**src/rtl/line_clear_scanner_pkg.sv**
```systemverilog
// Shared constants, types and helpers for the line-clear scanner.
// Board geometry, empty-cell colour and the scan FSM encoding live here.
package line_clear_scanner_pkg;

   localparam int COLS    = 10;
   localparam int ROWS    = 20;
   localparam int DATA_W  = 16;
   localparam int TIMEOUT = 1024;
   localparam int TIMER_W = $clog2(TIMEOUT);

   localparam logic [DATA_W-1:0] BG_COLOR = 16'h000F;
   localparam logic [2:0]        MAX_RUN  = 3'd4;

   typedef logic [COLS-1:0][DATA_W-1:0] row_t;

   typedef enum logic [2:0] {
      S_IDLE,
      S_REQ,
      S_WAIT,
      S_EVAL,
      S_CLR_WAITVS,
      S_CLR_WAITLOW,
      S_FIN
   } scan_state_t;

   function automatic logic [15:0] sat_add(input logic [15:0] acc, input logic [2:0] inc);
      logic [16:0] sum;
      sum = {1'b0, acc} + {14'd0, inc};
      return sum[16] ? 16'hFFFF : sum[15:0];
   endfunction

endpackage

```
**src/rtl/line_clear_scanner_if.sv**
```systemverilog
// Handshake bundle between the scanner (master) and the VRAM row path / game logic (slave).
// The scanner owns row requests, clear commands and status; the slave owns row data and timing.
interface line_clear_scanner_if;
   import line_clear_scanner_pkg::*;

   logic        start;
   logic        vs;
   logic        row_ready;
   row_t        read_reg;
   logic        row_ld;
   logic [7:0]  row;
   logic [7:0]  clear_row;
   logic [7:0]  clear_num_rows;
   logic        clear_the_row_ho;
   logic        busy;
   logic        done;
   logic [15:0] total_lines;

   modport master (
      input  start, vs, row_ready, read_reg,
      output row_ld, row, clear_row, clear_num_rows, clear_the_row_ho, busy, done, total_lines
   );

   modport slave (
      output start, vs, row_ready, read_reg,
      input  row_ld, row, clear_row, clear_num_rows, clear_the_row_ho, busy, done, total_lines
   );

endinterface

```
**src/rtl/line_clear_scanner_row_full_check.sv**
```systemverilog
// Combinational row-full detector: a row is full when no cell holds the background colour.
module line_clear_scanner_row_full_check
   import line_clear_scanner_pkg::*;
(
   input  row_t cells,
   output logic full
);

   always_comb begin
      full = 1'b1;
      for (int c = 0; c < COLS; c++) begin
         if (cells[c] == BG_COLOR) full = 1'b0;
      end
   end

endmodule

```
**src/rtl/line_clear_scanner.sv**
```systemverilog
// Bottom-up playfield scanner: reads rows through the VRAM handshake, finds the lowest run of
// full rows (up to four), commands the writer to collapse it across one vblank, and rescans.
module line_clear_scanner
   import line_clear_scanner_pkg::*;
(
   input  logic                  clk,
   input  logic                  reset,
   line_clear_scanner_if.master  bus
);

   scan_state_t        state_q, state_d;
   logic [7:0]         r_q, r_d;
   logic [2:0]         run_q, run_d;
   logic [TIMER_W-1:0] timer_q, timer_d;
   row_t               buf_q, buf_d;
   logic [7:0]         clear_row_q, clear_row_d;
   logic [7:0]         clear_num_q, clear_num_d;
   logic [15:0]        total_q, total_d;
   logic               row_ld_q, row_ld_d;
   logic               ho_q, ho_d;
   logic               busy_q, busy_d;
   logic               done_q, done_d;

   logic               full;
   logic [2:0]         run_upd;

   line_clear_scanner_row_full_check u_full (
      .cells (buf_q),
      .full  (full)
   );

   // NOTE: every always_comb target gets a default first; a path that skips one would infer a latch.
   always_comb begin
      state_d     = state_q;
      r_d         = r_q;
      run_d       = run_q;
      timer_d     = timer_q;
      buf_d       = buf_q;
      clear_row_d = clear_row_q;
      clear_num_d = clear_num_q;
      total_d     = total_q;

      run_upd = run_q;
      if (full && run_q < MAX_RUN) run_upd = run_q + 3'd1;

      case (state_q)
         S_IDLE: begin
            if (bus.start) begin
               r_d     = 8'(ROWS - 1);
               run_d   = '0;
               state_d = S_REQ;
            end
         end
         S_REQ: begin
            timer_d = '0;
            state_d = S_WAIT;
         end
         S_WAIT: begin
            if (bus.row_ready) begin
               buf_d   = bus.read_reg;
               state_d = S_EVAL;
            end else if (timer_q == TIMER_W'(TIMEOUT - 1)) begin
               state_d = S_REQ;
            end else begin
               timer_d = timer_q + TIMER_W'(1);
            end
         end
         S_EVAL: begin
            run_d = run_upd;
            if (full && run_q == '0) clear_row_d = r_q;
            // A run ends at four rows, at the first non-full row above it, or at the top row.
            if (run_upd == MAX_RUN || (!full && run_q != '0) || (r_q == '0 && run_upd != '0)) begin
               clear_num_d = {5'd0, run_upd};
               state_d     = S_CLR_WAITVS;
            end else if (r_q == '0) begin
               state_d = S_FIN;
            end else begin
               r_d     = r_q - 8'd1;
               state_d = S_REQ;
            end
         end
         S_CLR_WAITVS: begin
            if (bus.vs) state_d = S_CLR_WAITLOW;
         end
         S_CLR_WAITLOW: begin
            if (!bus.vs) begin
               total_d = sat_add(total_q, run_q);
               run_d   = '0;
               r_d     = 8'(ROWS - 1);
               state_d = S_REQ;
            end
         end
         S_FIN:   state_d = S_IDLE;
         default: state_d = S_IDLE;
      endcase

      // Status outputs follow the next state so they register alongside it.
      row_ld_d = (state_d == S_REQ);
      ho_d     = (state_d == S_CLR_WAITVS) || (state_d == S_CLR_WAITLOW);
      busy_d   = (state_d != S_IDLE) && (state_d != S_FIN);
      done_d   = (state_d == S_FIN);
   end

   // NOTE: sequential state uses non-blocking assignments so every flop samples pre-edge values.
   always_ff @(posedge clk) begin
      if (reset) begin
         state_q     <= S_IDLE;
         r_q         <= 8'(ROWS - 1);
         run_q       <= '0;
         timer_q     <= '0;
         clear_row_q <= '0;
         clear_num_q <= '0;
         total_q     <= '0;
         row_ld_q    <= 1'b0;
         ho_q        <= 1'b0;
         busy_q      <= 1'b0;
         done_q      <= 1'b0;
      end else begin
         state_q     <= state_d;
         r_q         <= r_d;
         run_q       <= run_d;
         timer_q     <= timer_d;
         clear_row_q <= clear_row_d;
         clear_num_q <= clear_num_d;
         total_q     <= total_d;
         row_ld_q    <= row_ld_d;
         ho_q        <= ho_d;
         busy_q      <= busy_d;
         done_q      <= done_d;
      end
   end

   // NOTE: the row buffer is pure datapath, always written in WAIT before EVAL reads it, so it has no reset.
   always_ff @(posedge clk) begin
      buf_q <= buf_d;
   end

   assign bus.row_ld           = row_ld_q;
   assign bus.row              = r_q;
   assign bus.clear_row        = clear_row_q;
   assign bus.clear_num_rows   = clear_num_q;
   assign bus.clear_the_row_ho = ho_q;
   assign bus.busy             = busy_q;
   assign bus.done             = done_q;
   assign bus.total_lines      = total_q;

endmodule

```
**src/flat_wrapper.sv**
```systemverilog
// flat-port wrapper written by rule: the top's interface ports become plain ports
module line_clear_scanner_flat import line_clear_scanner_pkg::*;
  (clk, reset, bus_start, bus_vs, bus_row_ready, bus_read_reg, bus_row_ld, bus_row, bus_clear_row, bus_clear_num_rows, bus_clear_the_row_ho, bus_busy, bus_done, bus_total_lines);
  line_clear_scanner_if bus_i ();
  input  logic clk;
  input  logic reset;
  input wire logic [$bits(bus_i.start)-1:0] bus_start;
  input wire logic [$bits(bus_i.vs)-1:0] bus_vs;
  input wire logic [$bits(bus_i.row_ready)-1:0] bus_row_ready;
  input wire logic [$bits(bus_i.read_reg)-1:0] bus_read_reg;
  output wire logic [$bits(bus_i.row_ld)-1:0] bus_row_ld;
  output wire logic [$bits(bus_i.row)-1:0] bus_row;
  output wire logic [$bits(bus_i.clear_row)-1:0] bus_clear_row;
  output wire logic [$bits(bus_i.clear_num_rows)-1:0] bus_clear_num_rows;
  output wire logic [$bits(bus_i.clear_the_row_ho)-1:0] bus_clear_the_row_ho;
  output wire logic [$bits(bus_i.busy)-1:0] bus_busy;
  output wire logic [$bits(bus_i.done)-1:0] bus_done;
  output wire logic [$bits(bus_i.total_lines)-1:0] bus_total_lines;
  assign bus_i.start = bus_start;
  assign bus_i.vs = bus_vs;
  assign bus_i.row_ready = bus_row_ready;
  assign bus_i.read_reg = bus_read_reg;
  assign bus_row_ld = bus_i.row_ld;
  assign bus_row = bus_i.row;
  assign bus_clear_row = bus_i.clear_row;
  assign bus_clear_num_rows = bus_i.clear_num_rows;
  assign bus_clear_the_row_ho = bus_i.clear_the_row_ho;
  assign bus_busy = bus_i.busy;
  assign bus_done = bus_i.done;
  assign bus_total_lines = bus_i.total_lines;
  line_clear_scanner u_core (.clk(clk), .reset(reset), .bus(bus_i));
endmodule
```
**config.mk**
```make
export PLATFORM = sky130hd
export DESIGN_NAME = line_clear_scanner_flat
export DESIGN_NICKNAME = d
export VERILOG_FILES = /design/src/rtl/line_clear_scanner_pkg.sv /design/src/rtl/line_clear_scanner_if.sv /design/src/rtl/line_clear_scanner_row_full_check.sv /design/src/rtl/line_clear_scanner.sv /design/src/flat_wrapper.sv
export SDC_FILE = /design/constraint.sdc
export NUM_CORES = 1
export LEC_CHECK = 0
export CAP_MARGIN = 10
export CELL_PAD_IN_SITES_DETAIL_PLACEMENT = 0
export CELL_PAD_IN_SITES_GLOBAL_PLACEMENT = 1
export CORE_MARGIN = 8
export CORE_UTILIZATION = 35
export CTS_CLUSTER_DIAMETER = 40
export DETAILED_ROUTE_END_ITERATION = 10
export PLACE_DENSITY = 0.87
export SLEW_MARGIN = 20
export SYNTH_ARGS = -nofsm -noshare
export SYNTH_HDL_FRONTEND = slang
export SYNTH_SLANG_ARGS = --single-unit
```
**constraint.sdc**
```tcl
create_clock -name clk -period 9.83 [get_ports clk]
set_input_delay 1.966 -clock clk [delete_from_list [all_inputs] [get_ports clk]]
set_output_delay 1.966 -clock clk [all_outputs]
set_load 0.005 [all_outputs]
```
Yosys cells after proc, flatten, opt, wreduce, memory -nomap -nowiden
Cells that the tools add are included.

Bits in registers: 215. Bits of input ports: 165. Output and inout bits: 44. Logic and storage cells: 110.

Add/sub/neg operators: 4. $lt $le $gt $ge: 1. Equality and inequality tests: 28. Multiplexer cells: 31. Bitwise logic cells: 1. Reduce and logical (&&, ||, !) cells: 24.

Operators by type and width (number): 16-bit by 4-bit equality test with 1-bit output, second input constant (10); 8-bit two-way mux (4); 3-bit two-way mux (10); 8-bit one-hot mux with 3 select lines (1); 10-bit two-way mux (2); 10-bit one-hot mux with 2 select lines (1); 3-bit equality test, second input constant (6); 3-bit one-hot mux with 6 select lines (1); 16-bit by 3-bit adder with 17-bit output (1); 16-bit two-way mux (1); 2-bit != test, second input constant (6); 3-bit nonzero test (4); 10-bit by 1-bit adder with 10-bit output, second input constant (1); 10-bit equality test, second input constant (1); 1-bit two-way mux (10); 3-bit one-hot mux with 3 select lines (1); 8-bit logical NOT (1); 2-bit AND reduction (4); 8-bit by 1-bit subtractor with 8-bit output, second input constant (1); 3-bit by 1-bit equality test with 1-bit output, second input constant (2); 3-bit by 2-bit equality test with 1-bit output, second input constant (2); 3-bit logical NOT (2); 3-bit AND reduction (2); 1-bit logical AND (5); 8 further kinds (10).

Longest topological paths before layout
Word-level depth: 20. Gate-level depth with buffers: 11. Mapped depth without buffers: 11.

Cells and area by module
From an unflattened synthesis, not the netlist that was laid out.

Cell total of the unflattened synthesis: 556. Area, all modules: 8231.6 µm².

By module, submodules not included: line_clear_scanner (instances 1, cells an instance 502, area each 7821.3 µm², seq. area each 5905.7 µm²); line_clear_scanner_row_full_check (instances 1, cells an instance 54, area each 410.4 µm², seq. area each 0.0 µm²).

Least setup slack after synthesis
No wires, ideal clock.

Path kind: input -> register. Start: input port bus_row_ready. End: register u_core.buf_q[0] in the netlist's numbering (enable). Library setup time: 0.682 ns. Data arrival time: 8.636 ns. Path slack: 0.512 ns. Stages: 2. Path buffers: 0. Path through: inv_1 -> nor2_1.

Word-level cells in the longest chain between the ends: 1.

Ends and longest elaborated chain: start: declaration (RTL line flat_wrapper.sv:9) `input wire logic [$bits(bus_i.row_ready)-1:0] bus_row_ready;`; 2-bit AND reduction (no line); end signal: assignment (RTL line line_clear_scanner.sv:135) `buf_q <= buf_d;`; end: declaration (RTL line line_clear_scanner.sv:15) `row_t buf_q, buf_d;`.

No other way between the ends. A chain may end at the register's enable or synchronous reset.

Final worst setup path
Start: register u_core.r_q[2] (netlist: u_core.bus.row[2]). End: output port bus_row[2].

RTL lines: start: declaration (RTL line line_clear_scanner.sv:12) `logic [7:0] r_q, r_d;`; start signal: assignment (RTL line line_clear_scanner.sv:108) `r_q <= 8'(ROWS - 1);`; start signal: assignment (RTL line line_clear_scanner.sv:120) `r_q <= r_d;`; end: declaration (RTL line flat_wrapper.sv:12) `output wire logic [$bits(bus_i.row)-1:0] bus_row;`.

No word-level cell between the ends.

==> results.tsv <==
stage	metric	value	unit
place	portBuffers	203	
sta	finalHoldViolCount	0	
grt	grt_use_total	0.1299	
critical_path	crit_path_end_kind	output pin	
critical_path	cp_data_arrival_time	1590	ps
sta	setup_viol	0	
sta	rsz0062_at_grt	false	
power_and_ir_drop	comb_power_share	0.056	
sta	fmax	281.2	MHz
die	initial_core_util	0.3545	
clock_tree	clk_pin_slew	50	ps
critical_path	path_buf_inv	1	
power_and_ir_drop	cellPowerDensity	190.2	mW/mm^2
clock_tree	holdBufCountCts	0	
yosys	yosysUniqueCellTypes	60	
power_and_ir_drop	p_clk_frac	0.472	
detailed_routing	vias_per_cell	4.846	
critical_path	cp.required	7860	ps
detailed_routing	drt_iter0_drc	306	
die	num_io_pins	209	
yosys	synthArstFlopShare	0	
status	status	completed	
power_and_ir_drop	worst_ir_drop_vdd	163.6	uV
clock_tree	htree_levels	1	
detailed_routing	via_count	5180	
detailed_routing	wl_per_cell	17.43	um
sta	final-max-slew-violation-count	0	
power_and_ir_drop	power_frac_seq	0.471	
power_and_ir_drop	internal_power	1.719	mW
hold_path	min_path_type	flop to flop	
sta	worst_pin_slew	969.9	ps
sta	fin_crit_sh	0.3617	
die	die_h	167.2	um
grt	antenna_found_initial	0	
die	die_width	167.2	um
yosys	ys_seq_elements	215	
power_and_ir_drop	p_leak	3.939	nW
yosys	synth-edff-count	160	
clock_tree	cts.sinks	215	
critical_path	crit_slowest_cell	clkdlybuf4s50_1	
detailed_routing	firstDrtPassIters	5	
yosys	synth.largest_area_cell	edfxtp_1	
yosys	postSynthAreaPerCell	14.84	sq um
clock_tree	cts_root_buffer	clkbuf_16	
layout	fin_nets	938	
sta	fin_skew	11.52	ps
clock_tree	cts_tree	yes	
run	drv_cap	0	
grt	overflow	0	
layout	syn_to_final_growth	41.44	%
clock_tree	insertion_delay	520	ps
critical_path	path_cells	clkdlybuf4s50_1	
grt	grt_pass1_wl	29280	um
detailed_routing	ant_nets	0	
layout	fillerInstances	1953	
power_and_ir_drop	sw_frac_of_total	0.2017	
layout	layout_common_cells	clkdlybuf4s50_1 (203), edfxtp_1 (160), dfxtp_1 (55)	
yosys	yosysSeqAreaShare	0.7381	
clock_tree	cts_resized	0	
grt	grt_max_degree	161	
yosys	synth_ff_type	edfxtp_1	
yosys	yosys_warnings	0	
yosys	syn-cell-area	0.008001	sq mm
layout	n_antenna_cell	0	
power_and_ir_drop	netSwitchingPower	0.4341	mW
sta	holdWs	472.8	ps
clock_tree	post-cts-setup-buffers	0	
critical_path	crit_family	buffers and inverters	
die	core-area	0.02257	sq mm
critical_path	critPathLaunchType	flop	
place	hpwlAfterDp	13690	um
layout	drive_gt1_frac	0.08929	
detailed_routing	wl	18630	um
grt	grt_pass1_vias	5471	
place	gp_congestion	0.7667	
yosys	yosys-top-cells-area	edfxtp_1 (60%), dfxtp_1 (14%), nor2_1 (2.3%)	
critical_path	cp_slowest_stage_delay	570	ps
critical_path	path_max_fanout	7	
die	fp-row-count	55	
detailed_routing	drcViolationCount	0	
die	die-area	0.02796	sq mm
yosys	syn_inst	539	
sta	tns	0	ps
clock_tree	clockBufferDepth	3	
clock_tree	cts_made_buffers	29	
critical_path	worst-setup-path-type	flop to output pin	
layout	layout_commonest_cell	clkdlybuf4s50_1	
yosys	synth_top_area_share	0.6005	
sta	relSlewSlack	0.3534	
sta	period_needed	3556	ps
-- Yosys cell counts (2+ instances only) --
master,instances
edfxtp_1,160
dfxtp_1,55
nor2_1,49
a21oi_1,29
nand2_1,23
nor4_1,21
nand4_1,16
xor2_1,15
nand3_1,14
inv_1,13
o21ai_0,11
and4b_1,10
clkbuf_1,10
mux2i_1,10
nor4b_1,10
and3_1,8
ha_1,8
nor3_1,7
xnor2_1,6
buf_4,5
nor2b_1,5
or2_2,3
a22oi_1,2
a311oi_1,2
a31o_2,2
a31oi_1,2
a41o_1,2
and2_1,2
and2_2,2
nand2b_1,2
nand3b_1,2
nand4_2,2
nor3_2,2
o41ai_1,2
or3_1,2
-- cell type report --
class,count,area [sq um],share of cell area
clock buffers,37,775.7,0.06855
clock inverters,14,176.4,0.01559
inverters,13,48.80,0.004312
multi-input cells,300,1994,0.1762
flip-flops and latches,215,5906,0.5218
well taps,285,356.6,0.03151
repair buffers,205,2059,0.1820
-- worst paths after layout --
path,startpoint,end,slack [ps],cells past startpoint
worst max-delay path,u_core.bus.row[2],bus_row[2],6270,1
worst min-delay path,u_core.bus.clear_num_rows[2],u_core.bus.clear_num_rows[2],470,2
worst max register to register,u_core.buf_q[112],u_core.bus.done,7250,8
worst min register to register,u_core.bus.clear_num_rows[2],u_core.bus.clear_num_rows[2],470,2
-- power by group through the flow --
stage	logic [mW]	clock network (mW)	registers (mW)
global placement	0.119	0	1.03
finish	0.121	1.02	1.01
CTS	0.122	1.05	1.01
global route	0.131	1.08	1.02
floorplan	0.0408	0	1.04
detailed placement	0.122	0	1.03
-- flip-flops by register name (all words and copies together) (netlist names) --
| register | cells |
|---|---|
| u_core.bus.clear_row | 8 |
| u_core.bus.busy | 1 |
| u_core.bus.total_lines | 16 |
| u_core.bus.clear_num_rows | 3 |
| u_core.bus.row_ld | 1 |
| u_core.run_q | 3 |
| u_core.buf_q | 160 |
| u_core.bus.clear_the_row_ho | 1 |
| u_core.state_q | 3 |
| u_core.bus.row | 8 |
| u_core.bus.done | 1 |
| u_core.timer_q | 10 |
-- metal layers --
metal | up-vias | GRT usage | wire, um
li1 | 2502 | - | -
met1 | 2463 | 0.1510 | 7699
met2 | 185 | 0.2175 | 8752
met3 | 30 | 0.05173 | 1662
met4 | 0 | 0.04076 | 518
met5 | - | 0 | 0
-- metrics by stage --
stage / power [mW] / setup slack (ps) / util / instances / area (sq um)
after global routing: 2.230 / 6101 / 0.5014 / 1069 / 11320
after detailed placement: 1.155 / 5796 / 0.4592 / 1018 / 10360
after CTS: 2.182 / 6224 / 0.5014 / 1069 / 11320
after global placement: 1.152 / 5829 / 0.4592 / 1018 / 10360
after floorplan: 1.077 / 511.8 / - / 543 / 8016
final: 2.153 / 6274 / 0.5014 / 1069 / 11320
-- logic make-up after synthesis --
family | Yosys count | share of synthesized area
AO/OA/AOI/OAI | 66 | 0.05552
buffers and inverters | 28 | 0.01548
other | 1 | 0.0004687
adder cells (fa/ha/maj) | 9 | 0.01501
AND/OR/NAND/NOR | 189 | 0.1400
flip-flops | 215 | 0.7381
XOR/XNOR | 21 | 0.02299
multiplexers | 10 | 0.01251
(Power assumes the default switching activity.)
